<file path="src/rtl/arm_dp_pkg.sv">
// Shared ARM data-processing definitions: condition codes, NZCV bit positions,
// and the control half of a commit-queue entry.
package arm_dp_pkg;

    localparam logic [3:0] COND_EQ = 4'b0000;
    localparam logic [3:0] COND_NE = 4'b0001;
    localparam logic [3:0] COND_CS = 4'b0010;
    localparam logic [3:0] COND_CC = 4'b0011;
    localparam logic [3:0] COND_MI = 4'b0100;
    localparam logic [3:0] COND_PL = 4'b0101;
    localparam logic [3:0] COND_VS = 4'b0110;
    localparam logic [3:0] COND_VC = 4'b0111;
    localparam logic [3:0] COND_HI = 4'b1000;
    localparam logic [3:0] COND_LS = 4'b1001;
    localparam logic [3:0] COND_GE = 4'b1010;
    localparam logic [3:0] COND_LT = 4'b1011;
    localparam logic [3:0] COND_GT = 4'b1100;
    localparam logic [3:0] COND_LE = 4'b1101;
    localparam logic [3:0] COND_AL = 4'b1110;
    localparam logic [3:0] COND_NV = 4'b1111;

    localparam int FLAG_N = 3;
    localparam int FLAG_Z = 2;
    localparam int FLAG_C = 1;
    localparam int FLAG_V = 0;

    localparam logic [3:0] REG_PC = 4'd15;

    // Result data (F) is kept alongside this struct so its width can follow DW.
    typedef struct packed {
        logic [3:0] nzcv;
        logic [3:0] cond;
        logic       s;
        logic       wr_rd;
        logic [3:0] rd;
    } dp_ctrl_t;

endpackage

</file>
<file path="src/rtl/arm_cond_check.sv">
// ARM condition-field evaluator against an NZCV flag set; purely combinational.
module arm_cond_check
    import arm_dp_pkg::*;
(
    input  logic [3:0] cond,
    input  logic [3:0] flags,
    output logic       pass
);

    logic n, z, c, v;

    assign n = flags[FLAG_N];
    assign z = flags[FLAG_Z];
    assign c = flags[FLAG_C];
    assign v = flags[FLAG_V];

    always_comb begin
        pass = 1'b0;
        case (cond)
            COND_EQ: pass = z;
            COND_NE: pass = !z;
            COND_CS: pass = c;
            COND_CC: pass = !c;
            COND_MI: pass = n;
            COND_PL: pass = !n;
            COND_VS: pass = v;
            COND_VC: pass = !v;
            COND_HI: pass = c && !z;
            COND_LS: pass = !c || z;
            COND_GE: pass = (n == v);
            COND_LT: pass = (n != v);
            COND_GT: pass = !z && (n == v);
            COND_LE: pass = z || (n != v);
            COND_AL: pass = 1'b1;
            default: pass = 1'b0;
        endcase
    end

endmodule

</file>
<file path="src/rtl/dp_flag_commit.sv">
// Commit stage after the DP ALU: 2-entry head/skid queue, condition check,
// NZCV update, register-file write and PC-write flush.
module dp_flag_commit
    import arm_dp_pkg::*;
#(
    parameter int DW    = 32,
    parameter int CNT_W = 16
) (
    input  logic             clk,
    input  logic             rst,
    input  logic             in_valid,
    output logic             in_ready,
    input  logic [DW-1:0]    in_F,
    input  logic [3:0]       in_NZCV,
    input  logic [3:0]       in_cond,
    input  logic             in_S,
    input  logic             in_wr_rd,
    input  logic [3:0]       in_rd,
    input  logic             out_ready,
    output logic             rf_we,
    output logic [3:0]       rf_waddr,
    output logic [DW-1:0]    rf_wdata,
    output logic             pc_wr,
    output logic [3:0]       flags,
    output logic [CNT_W-1:0] retire_cnt,
    output logic [CNT_W-1:0] skip_cnt
);

    logic             head_valid, head_valid_n;
    logic             skid_valid, skid_valid_n;
    logic             in_ready_q, in_ready_n;
    dp_ctrl_t         head_c, head_c_n, skid_c, skid_c_n, in_c;
    logic [DW-1:0]    head_f, head_f_n, skid_f, skid_f_n;
    logic [3:0]       flags_q;
    logic [CNT_W-1:0] retire_q, skip_q;
    logic             pass, commit, accept;

    assign in_c = '{nzcv: in_NZCV, cond: in_cond, s: in_S, wr_rd: in_wr_rd, rd: in_rd};

    arm_cond_check u_cond (
        .cond  (head_c.cond),
        .flags (flags_q),
        .pass  (pass)
    );

    // Gating with rst keeps a queued head from writing in the reset cycle.
    assign commit   = head_valid && out_ready && !rst;
    assign rf_we    = commit && pass && head_c.wr_rd;
    assign rf_waddr = rf_we ? head_c.rd : 4'd0;
    assign rf_wdata = rf_we ? head_f : '0;
    assign pc_wr    = rf_we && (head_c.rd == REG_PC);
    assign in_ready = in_ready_q && !rst;
    assign accept   = in_valid && in_ready;

    assign flags      = flags_q;
    assign retire_cnt = retire_q;
    assign skip_cnt   = skip_q;

    always_comb begin
        head_valid_n = head_valid;
        skid_valid_n = skid_valid;
        head_c_n     = head_c;
        head_f_n     = head_f;
        skid_c_n     = skid_c;
        skid_f_n     = skid_f;
        if (pc_wr) begin
            // Flush: younger work (skid and any same-cycle accept) is discarded.
            head_valid_n = 1'b0;
            skid_valid_n = 1'b0;
        end else if (commit) begin
            if (skid_valid) begin
                head_c_n     = skid_c;
                head_f_n     = skid_f;
                skid_valid_n = 1'b0;
            end else if (accept) begin
                head_c_n = in_c;
                head_f_n = in_F;
            end else begin
                head_valid_n = 1'b0;
            end
        end else if (accept) begin
            if (!head_valid) begin
                head_c_n     = in_c;
                head_f_n     = in_F;
                head_valid_n = 1'b1;
            end else begin
                skid_c_n     = in_c;
                skid_f_n     = in_F;
                skid_valid_n = 1'b1;
            end
        end
        in_ready_n = !pc_wr && !skid_valid_n;
    end

    always_ff @(posedge clk) begin
        if (rst) begin
            head_valid <= 1'b0;
            skid_valid <= 1'b0;
            in_ready_q <= 1'b1;
            flags_q    <= 4'b0000;
            retire_q   <= '0;
            skip_q     <= '0;
        end else begin
            head_valid <= head_valid_n;
            skid_valid <= skid_valid_n;
            in_ready_q <= in_ready_n;
            if (commit) begin
                if (pass) begin
                    retire_q <= retire_q + 1'b1;
                    if (head_c.s) flags_q <= head_c.nzcv;
                end else begin
                    skip_q <= skip_q + 1'b1;
                end
            end
        end
    end

    always_ff @(posedge clk) begin
        head_c <= head_c_n;
        head_f <= head_f_n;
        skid_c <= skid_c_n;
        skid_f <= skid_f_n;
    end

endmodule

</file>
<file path="config.mk">
export PLATFORM = sky130hd
export DESIGN_NAME = dp_flag_commit
export DESIGN_NICKNAME = d
export VERILOG_FILES = /design/src/rtl/arm_dp_pkg.sv /design/src/rtl/arm_cond_check.sv /design/src/rtl/dp_flag_commit.sv
export SDC_FILE = /design/constraint.sdc
export NUM_CORES = 1
export LEC_CHECK = 0
export BUFFER_PORTS_ARGS = -buffer_cell sky130_fd_sc_hd__buf_2
export CAP_MARGIN = 40
export CORE_MARGIN = 5
export CORE_UTILIZATION = 52
export CTS_CLUSTER_DIAMETER = 60
export CTS_CLUSTER_SIZE = 12
export DETAILED_ROUTE_END_ITERATION = 8
export PLACE_DENSITY = 0.78
export RECOVER_POWER = 100
export SKIP_CTS_REPAIR_TIMING = 1
export SYNTH_ARGS = -nofsm -noshare
export SYNTH_HDL_FRONTEND = slang
export SYNTH_SLANG_ARGS = --single-unit
</file>
<file path="constraint.sdc">
create_clock -name clk -period 25.7 [get_ports clk]
set_input_delay 2.57 -clock clk [delete_from_list [all_inputs] [get_ports clk]]
set_output_delay 2.57 -clock clk [all_outputs]
set_load 0.005 [all_outputs]
</file>
After elaboration in Yosys (flattened, before gate mapping) --
Index checks and enable logic that the tools add are counted.
Cells by class: bitwise logic cells 3, $add $sub $neg 2, multiplexer cells 21, equal/unequal tests 20, reduce and logical (&&, ||, !) cells 29
Operators with widths (number):
- two-way mux 32 bit | 6
- two-way mux 14 bit | 5
- adder 16 x 1 -> 16 bit, second input constant | 2
- equality test 4 bit, second input constant | 8
- equality test 4 x 3 -> 1 bit, second input constant | 4
- one-hot mux 1 bit (15 select lines) | 1
- logical AND 1 bit | 10
- equality test 4 x 2 -> 1 bit, second input constant | 2
- two-way mux 1 bit | 8
- AND reduction 4 bit | 2
- logical NOT 1 bit | 7
- AND reduction 3 bit | 2
- equality test 4 x 1 -> 1 bit, second input constant | 1
- logical NOT 4 bit | 1
- two-way mux 4 bit | 1
- inequality test 2 bit, second input constant | 2
- AND reduction 2 bit | 2
- nonzero test 2 bit | 2
- inverter 1 bit | 3
- logical OR 1 bit | 2
- inequality test 2 x 1 -> 1 bit, second input constant | 1
- OR reduction 2 bit | 1
- equality test 1 bit | 1
- inequality test 1 bit | 1
Storage, ports and cells: word-level logic and storage cells 93, input bits 50, register bits 131

Depth between registers and ports, before layout --
Gate-level depths: netlist (run 1).
depth in word-level cells 9, gate-level depth with buffers 9, gate-level depth less buffers 7

Hierarchy --
A second synthesis (run 1) with hierarchy kept.
Unflattened totals: cells, all modules 430, area total of the unflattened synthesis 5539.1 um^2
By module, submodules not included:
- dp_flag_commit | instances 1, area each 5345.1 um^2, cells each 402
- arm_cond_check | instances 1, area each 193.9 um^2, cells each 28

Least setup slack after synthesis (run 1) --
Ideal clock, no wire load.
path kind in2reg, start input port out_ready, end register head_c[0] (netlist bit), enable pin, path slack 14324 ps, required time 25004 ps, stages 5, buffers on the path 0, library setup time 696 ps, arrival time 10681 ps, cells stage by stage nand2_1 nor2_1 clkinv_1 ha_1 a2111oi_0
On the way: word-level cells in the longest chain between the ends 7, elaborated cells between the ends (all ways) 9, classes of those cells 1 x eq/ne; 1 x bitwise; 7 x reduce/logical
Ends and longest elaborated chain:
- from (decl) | RTL line dp_flag_commit.sv:19 | input logic out_ready,
- logical AND 1 bit * (2 in series) | RTL line dp_flag_commit.sv:47 | assign commit = head_valid && out_ready && !rst;
- logical AND 1 bit (2 in series) | RTL line dp_flag_commit.sv:48 | assign rf_we = commit && pass && head_c.wr_rd;
- logical AND 1 bit | RTL line dp_flag_commit.sv:51 | assign pc_wr = rf_we && (head_c.rd == REG_PC);
- inverter 1 bit (no line)
- AND reduction 4 bit (no line) *
- to (signal assigned) | RTL line dp_flag_commit.sv:119 | head_c <= head_c_n;
- to (decl) | RTL line dp_flag_commit.sv:32 | dp_ctrl_t head_c, head_c_n, skid_c, skid_c_n, in_c;
Mark *: on every way between the ends. The rest lies on a longest branch, timed or not. A chain may end at the register's enable or synchronous reset.

Worst setup path after layout (run 1) --
start input port rst, end output port pc_wr
On the way: word-level cells in the longest chain between the ends 5
Ends and longest elaborated chain:
- from (decl) | RTL line dp_flag_commit.sv:10 | input logic rst,
- logical NOT 1 bit | RTL line dp_flag_commit.sv:47
- logical AND 1 bit | RTL line dp_flag_commit.sv:47
- logical AND 1 bit (2 in series) | RTL line dp_flag_commit.sv:48
- logical AND 1 bit | RTL line dp_flag_commit.sv:51
- to (decl) | RTL line dp_flag_commit.sv:23 | output logic pc_wr,
No other way between the ends.

==> results.md, run 1 <==
Floorplanning:
- The core region is 0.01079 mm².
- The width of the die is 114.6 µm.
- In this run the count of I/O pins placed on the die edge is 125.
- The chip height is 114.6 µm.
- The floorplan die area is 0.01313 mm².
- The number of placement rows is 38.
- The initial core utilization is 0.5271.

GRT:
- The maximum number of pins on one net before global-route repair is 48.
- The first global-routing pass estimated 20.01 mm of wire.
- The via count of the first global-routing pass is 4070.
- After global routing the overflow that remains totals 0.
- For this run, the total global-route usage over all layers was measured as 0.1967.
- The initial antenna violation count is 0.

Power:
- VDD sags by at most 0.04932 mV.
- Total power for the finished layout comes to 0.0004965 W.
- The ratio of total power to cell area is 71.67 mW/mm².
- The analysis attributes to cell leakage a power of 2.554 nW.

Logic synthesis:
- The number of flops mapped to enable cells by yosys is 92.
- Of the post-synthesis cell area, the part taken by muxes is 0.1170.
- When the netlist entered floorplanning its net count stood at 491.
- In the post-synthesis netlist, the cell with the most instances is sky130_fd_sc_hd__edfxtp_1.
- The cell accounting for the most synthesized area is sky130_fd_sc_hd__edfxtp_1.
- The post-synthesis share of cell area spent on full adders, half adders and majority gates is 0.006598.
- Sorting the synthesized cells by how often they occur yields sky130_fd_sc_hd__edfxtp_1 (92), sky130_fd_sc_hd__mux2_2 (52), sky130_fd_sc_hd__and3_1 (44), sky130_fd_sc_hd__dfxtp_1 (39), sky130_fd_sc_hd__nor2_1 (24).
- The post-synthesis compound-gate area fraction is 0.06576.
- The async set-or-reset flop fraction in the synthesized netlist is 0.
- The sequential element share of the synthesized area is 0.6228.
- The area share of the largest cell type after synthesis is 0.4856.
- Among all flip-flop cells after synthesis, the most frequent one is sky130_fd_sc_hd__edfxtp_1.
- The main combinational cell family by area after synthesis is simple AND/OR/NAND/NOR gates.
- In the synthesized netlist, the number of instances is 438.
- For this run, the number of Yosys warnings is 0.
- Summing every instance area after synthesis gives 0.005689 mm².
- The per-instance average area after synthesis is 12.99 µm².
- The simple-gate share of the synthesized area is 0.1498.
- The register bit count reported by yosys is 131.
- In the post-synthesis netlist, the biggest area contributors are sky130_fd_sc_hd__edfxtp_1 (49%), sky130_fd_sc_hd__dfxtp_1 (14%), sky130_fd_sc_hd__mux2_2 (10%), sky130_fd_sc_hd__and3_1 (4.8%), sky130_fd_sc_hd__a21oi_1 (1.7%).
- The number of distinct library cell variants in the gate-level netlist after synthesis is 44.
- Of the total synthesized cell area, the portion taken by XOR and XNOR cells is 0.01386.

Worst setup path:
- The largest driver fanout on the critical path is 47.
- The endpoint class of the critical path is a primary output.
- STA puts the critical path data arrival time at 6880 ps.
- The kind of launch point of the worst setup path is an input pin.
- The cell family contributing the most delay on the critical path is buffers and inverters.
- The worst register-to-register path begins at head_c[6].
- The critical-path cell with the highest stage delay is sky130_fd_sc_hd__a31oi_1.
- For the worst setup path, the data required time is 23130 ps.
- In this run the worst setup path begins at rst.
- The kind of critical path is input pin to primary output.
- Counting stages on the worst path, the most repeated cell is sky130_fd_sc_hd__clkbuf_1.
- For flop-to-flop paths, the worst setup slack is 19980 ps.
- The number of buffers and inverters on the critical path is 4.
- The largest single stage delay on the critical path is 1020 ps.
- The signal on the critical path passes through clkbuf_1 > nor2_1 > clkinv_1 > a31oi_1 > clkbuf_1 > and3_1 > clkbuf_1.

STA:
- The final number of hold-violating endpoints is 0.
- Between clock sinks in the finished design, the worst skew comes to 6.726 ps.
- The setup TNS is 0 ps.
- The achievable clock frequency is 105.8 MHz.
- The measured slew at the worst slew-check pin is 2570 ps.
- The part of the cycle the worst path needs is 0.3677.
- The worst slew margin relative to its limit is -0.7134.
- Setup violations remaining at the end of the flow were counted as 0.
- The number of slew-limit violations in the final report is 157.
- Setup repair after global routing left no endpoint under its margin.
- The clock period minus worst slack is 9450 ps.

Clocking:
- CTS saw 131 sinks.
- After clock tree synthesis, the clock-pin slew on the worst setup and hold paths is 60 ps.
- The CTS tree is done.
- The H-tree was split into 4 levels.
- Clock latency on the worst-skew pair, taken at its later pin, is 520 ps.
- The buffer cell driving the clock tree root is sky130_fd_sc_hd__clkbuf_8.
- The longest clock path from root to sink contains 2 buffers.
- In this run, CTS created clock tree buffers numbering 17.

Route:
- The total length of routed wires is 12.53 mm.
- The number of violations reported at the end of detailed-routing iteration 0 is 267.
- Once detail routing completed, the nets flagged for antenna violations numbered 0.
- For this run, the detailed router's first-pass iteration total came to 5.
- The number of remaining DRC errors is 0.
- After detailed routing, the number of vias per cell comes to 5.589.
- For this block, the via count after detailed routing is 4002.
- The wire length per cell after detailed routing is 17.50 µm.

Min path:
- The worst hold path belongs to the class flop to flop.
- The startpoint identified for the worst hold timing path is head_c[13].

Run:
- The number of violations of the max-capacitance limit is 4.

Placed design:
- Detailed placement ended at an HPWL of 8.420 mm.
- The global placement routability congestion is 0.7929.
- The count of input and output buffers is 124.
- After detailed placement, the design holds a cell count of 684.

Layout:
- The repair_antennas step left the layout with diodes totalling 0.
- After the flow finishes, the layout carries non-filler instances totaling 716.
- The share of cells above drive strength 1 is 0.2396.
- Relative to the synthesized area, the layout overhead comes to 21.77%.
- After the last flow step, the layout net total stands at 616.

Run status:
- The run finished, with violations left.
- The checks that failed: capacitance limit, slew limit.
-- flip-flops by register name (all words and copies together) (netlist names) --
register	count
skid_valid	1
retire_cnt	16
flags	4
skid_f	32
skip_cnt	16
skid_c	14
head_c	14
head_valid	1
head_f	32
in_ready_q	1
-- final timing paths --
kind                     to  depth (start not counted)
setup / recovery      pc_wr                          7
hold / removal     flags[3]                          2
setup reg to reg  head_f[5]                          8
hold reg to reg    flags[3]                          2
-- cells by family (layout without fill, tap and decap cells) --
logic type	Yosys count	after routing
AOI/OAI and AO/OA	52	52
adders and majority gates	3	3
buffers and inverters	33	171
DFF	131	131
xor gates and xnor gates	9	9
and+or+nand+nor	150	150
muxes	60	60
-- worst reg2reg max path, stage by stage (launching register included) --
cell	delay, ps
sky130_fd_sc_hd__edfxtp_1	640
sky130_fd_sc_hd__nand4bb_1	210
sky130_fd_sc_hd__o221ai_1	170
sky130_fd_sc_hd__o311ai_4	430
sky130_fd_sc_hd__a31oi_1	530
sky130_fd_sc_hd__clkbuf_1	580
sky130_fd_sc_hd__and3_1	420
sky130_fd_sc_hd__a2111oi_0	410
sky130_fd_sc_hd__clkbuf_1	1870
-- layout by cell type, fill, tap and decap left out, types with 7 or more instances in the layout --
master,instances
sky130_fd_sc_hd__edfxtp_1,92
sky130_fd_sc_hd__clkbuf_1,77
sky130_fd_sc_hd__mux2_2,52
sky130_fd_sc_hd__buf_2,47
sky130_fd_sc_hd__and3_1,44
sky130_fd_sc_hd__dfxtp_1,39
sky130_fd_sc_hd__nor2_1,24
sky130_fd_sc_hd__a21oi_1,19
sky130_fd_sc_hd__clkbuf_16,16
sky130_fd_sc_hd__nand3_1,15
sky130_fd_sc_hd__nand2_1,14
sky130_fd_sc_hd__nor2b_1,10
sky130_fd_sc_hd__inv_1,9
sky130_fd_sc_hd__mux2i_1,8
sky130_fd_sc_hd__o31ai_1,8
sky130_fd_sc_hd__or4_1,8
sky130_fd_sc_hd__o21ai_0,7
sky130_fd_sc_hd__nand4_1,7
-- per-stage QoR --
stage / setup WS (ps) / instance area (µm²) / hold WS (ps) / util
after floorplan: 14320 / 5689 / 456.3 / -
after global placement: 17820 / 6411 / 468.7 / 0.5940
after detailed placement: 17890 / 6506 / 473.6 / 0.6028
after CTS: 17900 / 7111 / 494.5 / 0.6588
after global routing: 15750 / 6928 / 534.1 / 0.6419
final: 16250 / 6928 / 494.8 / 0.6419
-- area by class of cell --
| class | count | area, µm² |
|---|---|---|
| tap | 140 | 175.2 |
| fill | 864 | 3865 |
| sequential | 131 | 3543 |
| multi-input combinational | 274 | 1996 |
| clock buffer | 18 | 417.9 |
| timing repair buffer | 129 | 571.8 |
| inverter | 10 | 37.54 |
| clock inverter | 14 | 186.4 |
-- routing by layer --
layer | global-route usage | vias to the layer above | wire (µm)
met5 | 0 | - | 0
met4 | 0.07601 | 0 | 187
met3 | 0.07188 | 16 | 1164
met2 | 0.3085 | 129 | 5912
met1 | 0.2490 | 1938 | 5267
li1 | - | 1919 | -
-- power breakdown --
part           switching (W)  total (W)  internal [W]
clock              0.0000900   0.000247      0.000157
sequential        0.00000173   0.000233      0.000231
combinational     0.00000985  0.0000170    0.00000718
total               0.000102   0.000496      0.000395
(Power assumes the default switching activity.)
==> inputs of run 2 (changes only) <==
CORE_UTILIZATION = 49   (was 52)
PLACE_DENSITY = 0.77   (was 0.78)
clock period = 8 ns   (was 25.7 ns; I/O delays follow)
==> results.md, run 2 (same netlist as run 1, synthesis figures left out) <==
Run status:
- Outcome: finished with violations (unchanged).
- Violated checks: capacitance limit, slew limit (unchanged).

Route:
- The number of nets with antenna violations after routing is 0 (unchanged).
- The number of violations reported at the end of detailed-routing iteration 0 is 251 (was 267).
- The detailed-route via count is 4042 (was 4002).
- The number of optimization iterations in the first detailed-route pass was 4 (was 5).
- The number of remaining DRC errors is 0 (unchanged).
- The total length of routed wires is 12.49 mm (was 12.53 mm).
- The detailed-route vias per instance is 5.630 (was 5.589).
- The wire length per cell after detailed routing is 17.39 µm (was 17.50 µm).

Power:
- The switching part of the total power was 0.2103 (was 0.2045).
- The leakage component of the power is 2.560 nW (was 2.554 nW).
- The worst vdd rail ir drop is 0.1480 mV (was 0.04932 mV).
- The share of total power in the clock network is 0.496 (was 0.497).
- The internal power of the cells is 0.001257 W (was 0.0003949 W).
- The ratio of total power to cell area was 229.4 mW/mm² (was 71.67 mW/mm²).
- The proportion of power drawn by combinational gates was 0.035 (was 0.034).
- The total net switching power is 0.0003348 W (was 0.0001016 W).
- The proportion of power drawn by flip-flops and latches came to 0.469 (about the same).
- The power consumption is 0.001592 W (was 0.0004965 W).

Clocking:
- The CTS tree is done (unchanged).
- The maximum buffer depth of the clock tree is 2 (unchanged).
- The clock-pin slew of the registers on the worst-case setup and hold paths is 50 ps (was 60 ps).
- The CTS buffer count is 17 (unchanged).
- The source-to-sink clock delay at the later pin of the worst-skew pair was 410 ps (was 520 ps).
- The number of clock sinks was 131 (unchanged).
- The number of H-tree branching levels is 4 (unchanged).
- The buffer cell driving the clock tree root was sky130_fd_sc_hd__clkbuf_16 (was sky130_fd_sc_hd__clkbuf_8).

Min path:
- The class of the most critical hold timing path is flop to flop (unchanged).
- The hold-critical path depth is 2 (unchanged).

Placed design:
- The global placement routability congestion is 0.7916 (was 0.7929).
- The count of input and output buffers is 124 (unchanged).
- The final HPWL from detailed placement is 8.313 mm (was 8.420 mm).

Worst setup path:
- The critical path arrival is 4790 ps (was 6880 ps).
- The kind of launch point of the worst setup path is an input pin (unchanged).
- The depth of the worst register-to-register path is 8 (unchanged).
- The largest driver fanout on the critical path came to 47 (unchanged).
- The kind of critical path is input pin to primary output (unchanged).
- The worst path required time is 7200 ps (was 23130 ps).
- The endpoint class of the critical path is a primary output (unchanged).

Floorplanning:
- The floorplan die area is 0.01387 mm² (was 0.01313 mm²).
- The number of placement rows is 39 (was 38).
- The initial core utilization is 0.4982 (was 0.5271).
- The width of the die came to 117.8 µm (was 114.6 µm).
- The chip height is 117.8 µm (was 114.6 µm).
- The number of top-level design ports is 125 (unchanged).
- The core box area was 0.01142 mm² (was 0.01079 mm²).

STA:
- The part of the cycle the worst path needs is 0.6986.
- Setup repair after global routing missed its margin: false (unchanged).
- The achievable clock frequency is 178.9 MHz.
- The setup TNS was 0 ps (unchanged).
- The measured slew at the worst slew-check pin is 1963 ps (was 2570 ps).
- The number of slew-limit violations in the final report is 155 (was 157).
- The worst slew margin relative to its limit is -0.3084 (was -0.7134).
- The setup clock skew after layout was 6.786 ps (was 6.726 ps).
- The clock period could shrink to 5589 ps.
- The final number of hold-violating endpoints was 0 (unchanged).
- The total of endpoints with negative setup slack in the final report is 0 (unchanged).

GRT:
- The routing usage on met2 is 0.2938 (was 0.3085).
- The initial antenna violation count is 0 (unchanged).
- The global-route wire length before repair is 20.36 mm (was 20.01 mm).
- The total congestion overflow after global routing came to 0 (unchanged).
- The routing layer with the top usage in global route was met2 (unchanged).
- The global router's overall resource usage is 0.1825 (was 0.1967).
- The via count of the first global-routing pass is 4128 (was 4070).
- The fraction of met3 tracks used by global routing was 0.08313 (was 0.07188).
- The met1 track demand over resource is 0.2154 (was 0.2490).
- The maximum number of pins on one net before global-route repair is 48 (unchanged).

Layout:
- The commonest non-fill, non-tap cell in the layout is sky130_fd_sc_hd__edfxtp_1 (unchanged).
- The area growth from synthesis to final layout is 21.97% (was 21.77%).
- The final layout net count came to 616 (unchanged).
- Registers with the highest flip-flop counts: head_f (32), skid_f (32) (unchanged).
- The count of inserted antenna diode cells is 0 (unchanged).
- The area taken by flip-flops and latches was 0.003543 mm² (unchanged).
- The footprint of the multi-input gates is 0.002002 mm² (was 0.001996 mm²).
- Commonest non-fill, non-tap cells in the layout: sky130_fd_sc_hd__edfxtp_1 (92), sky130_fd_sc_hd__clkbuf_1 (78), sky130_fd_sc_hd__mux2_2 (51) (was sky130_fd_sc_hd__edfxtp_1 (92), sky130_fd_sc_hd__clkbuf_1 (77), sky130_fd_sc_hd__mux2_2 (52)).
- The share of cells above drive strength 1 was 0.2400 (was 0.2396).
- The filler cell count is 926 (was 864).

Run:
- The number of violations of the max-capacitance limit came to 4 (unchanged).
-- run 2: final cells by class --
type,instances,area share
multi-input cells,274,0.2885
clock inverters,14,0.02596
well taps,143,0.02578
repair buffers,129,0.08240
flip-flops and latches,131,0.5106
clock buffers,17,0.06131
inverters,10,0.005409
-- run 2: final timing paths --
path              startpoint         end  slack (ps)
setup / recovery         rst       pc_wr        2410
hold / removal    head_c[12]    flags[2]         500
setup reg to reg   head_c[6]  head_c[13]        3750
hold reg to reg   head_c[12]    flags[2]         500
-- run 2: per-stage QoR --
step | utilization | instance area [µm²] | cells | hold slack [ps] | worst slack (ps)
3_5_place_dp | 0.5676 | 6481 | 687 | 470.3 | 3848
3_3_place_gp | 0.5617 | 6414 | 684 | 465.9 | 4022
6_report | 0.6077 | 6939 | 718 | 495.1 | 2411
5_1_grt | 0.6077 | 6939 | 718 | 529.5 | 2018
2_1_floorplan | - | 5690 | 438 | 456.3 | 534.7
4_1_cts | 0.6206 | 7087 | 718 | 503.7 | 3833
-- run 2: power groups by stage --
stage | clock, W | combinational, W | sequential [W]
after detailed placement | 0 | 0.0000585 | 0.000761
after global placement | 0 | 0.0000536 | 0.000761
after floorplan | 0 | 0.0000337 | 0.000760
final | 0.000790 | 0.0000551 | 0.000747
after CTS | 0.000805 | 0.0000589 | 0.000747
after global routing | 0.000835 | 0.0000611 | 0.000748
-- run 2: critical path, stage by stage --
cell                       delay [ps]
sky130_fd_sc_hd__clkbuf_1         720
sky130_fd_sc_hd__nor2_1           810
sky130_fd_sc_hd__clkinv_1         390
sky130_fd_sc_hd__a31oi_2          230
sky130_fd_sc_hd__clkbuf_1        1190
sky130_fd_sc_hd__and3_1           460
sky130_fd_sc_hd__clkbuf_1         150
-- run 2: routing by layer --
metal / part of all wire / vias up
met5: 0 / -
met4: 0.017 / 0
met3: 0.089 / 18
met2: 0.47 / 129
met1: 0.42 / 1968
li1: - / 1927
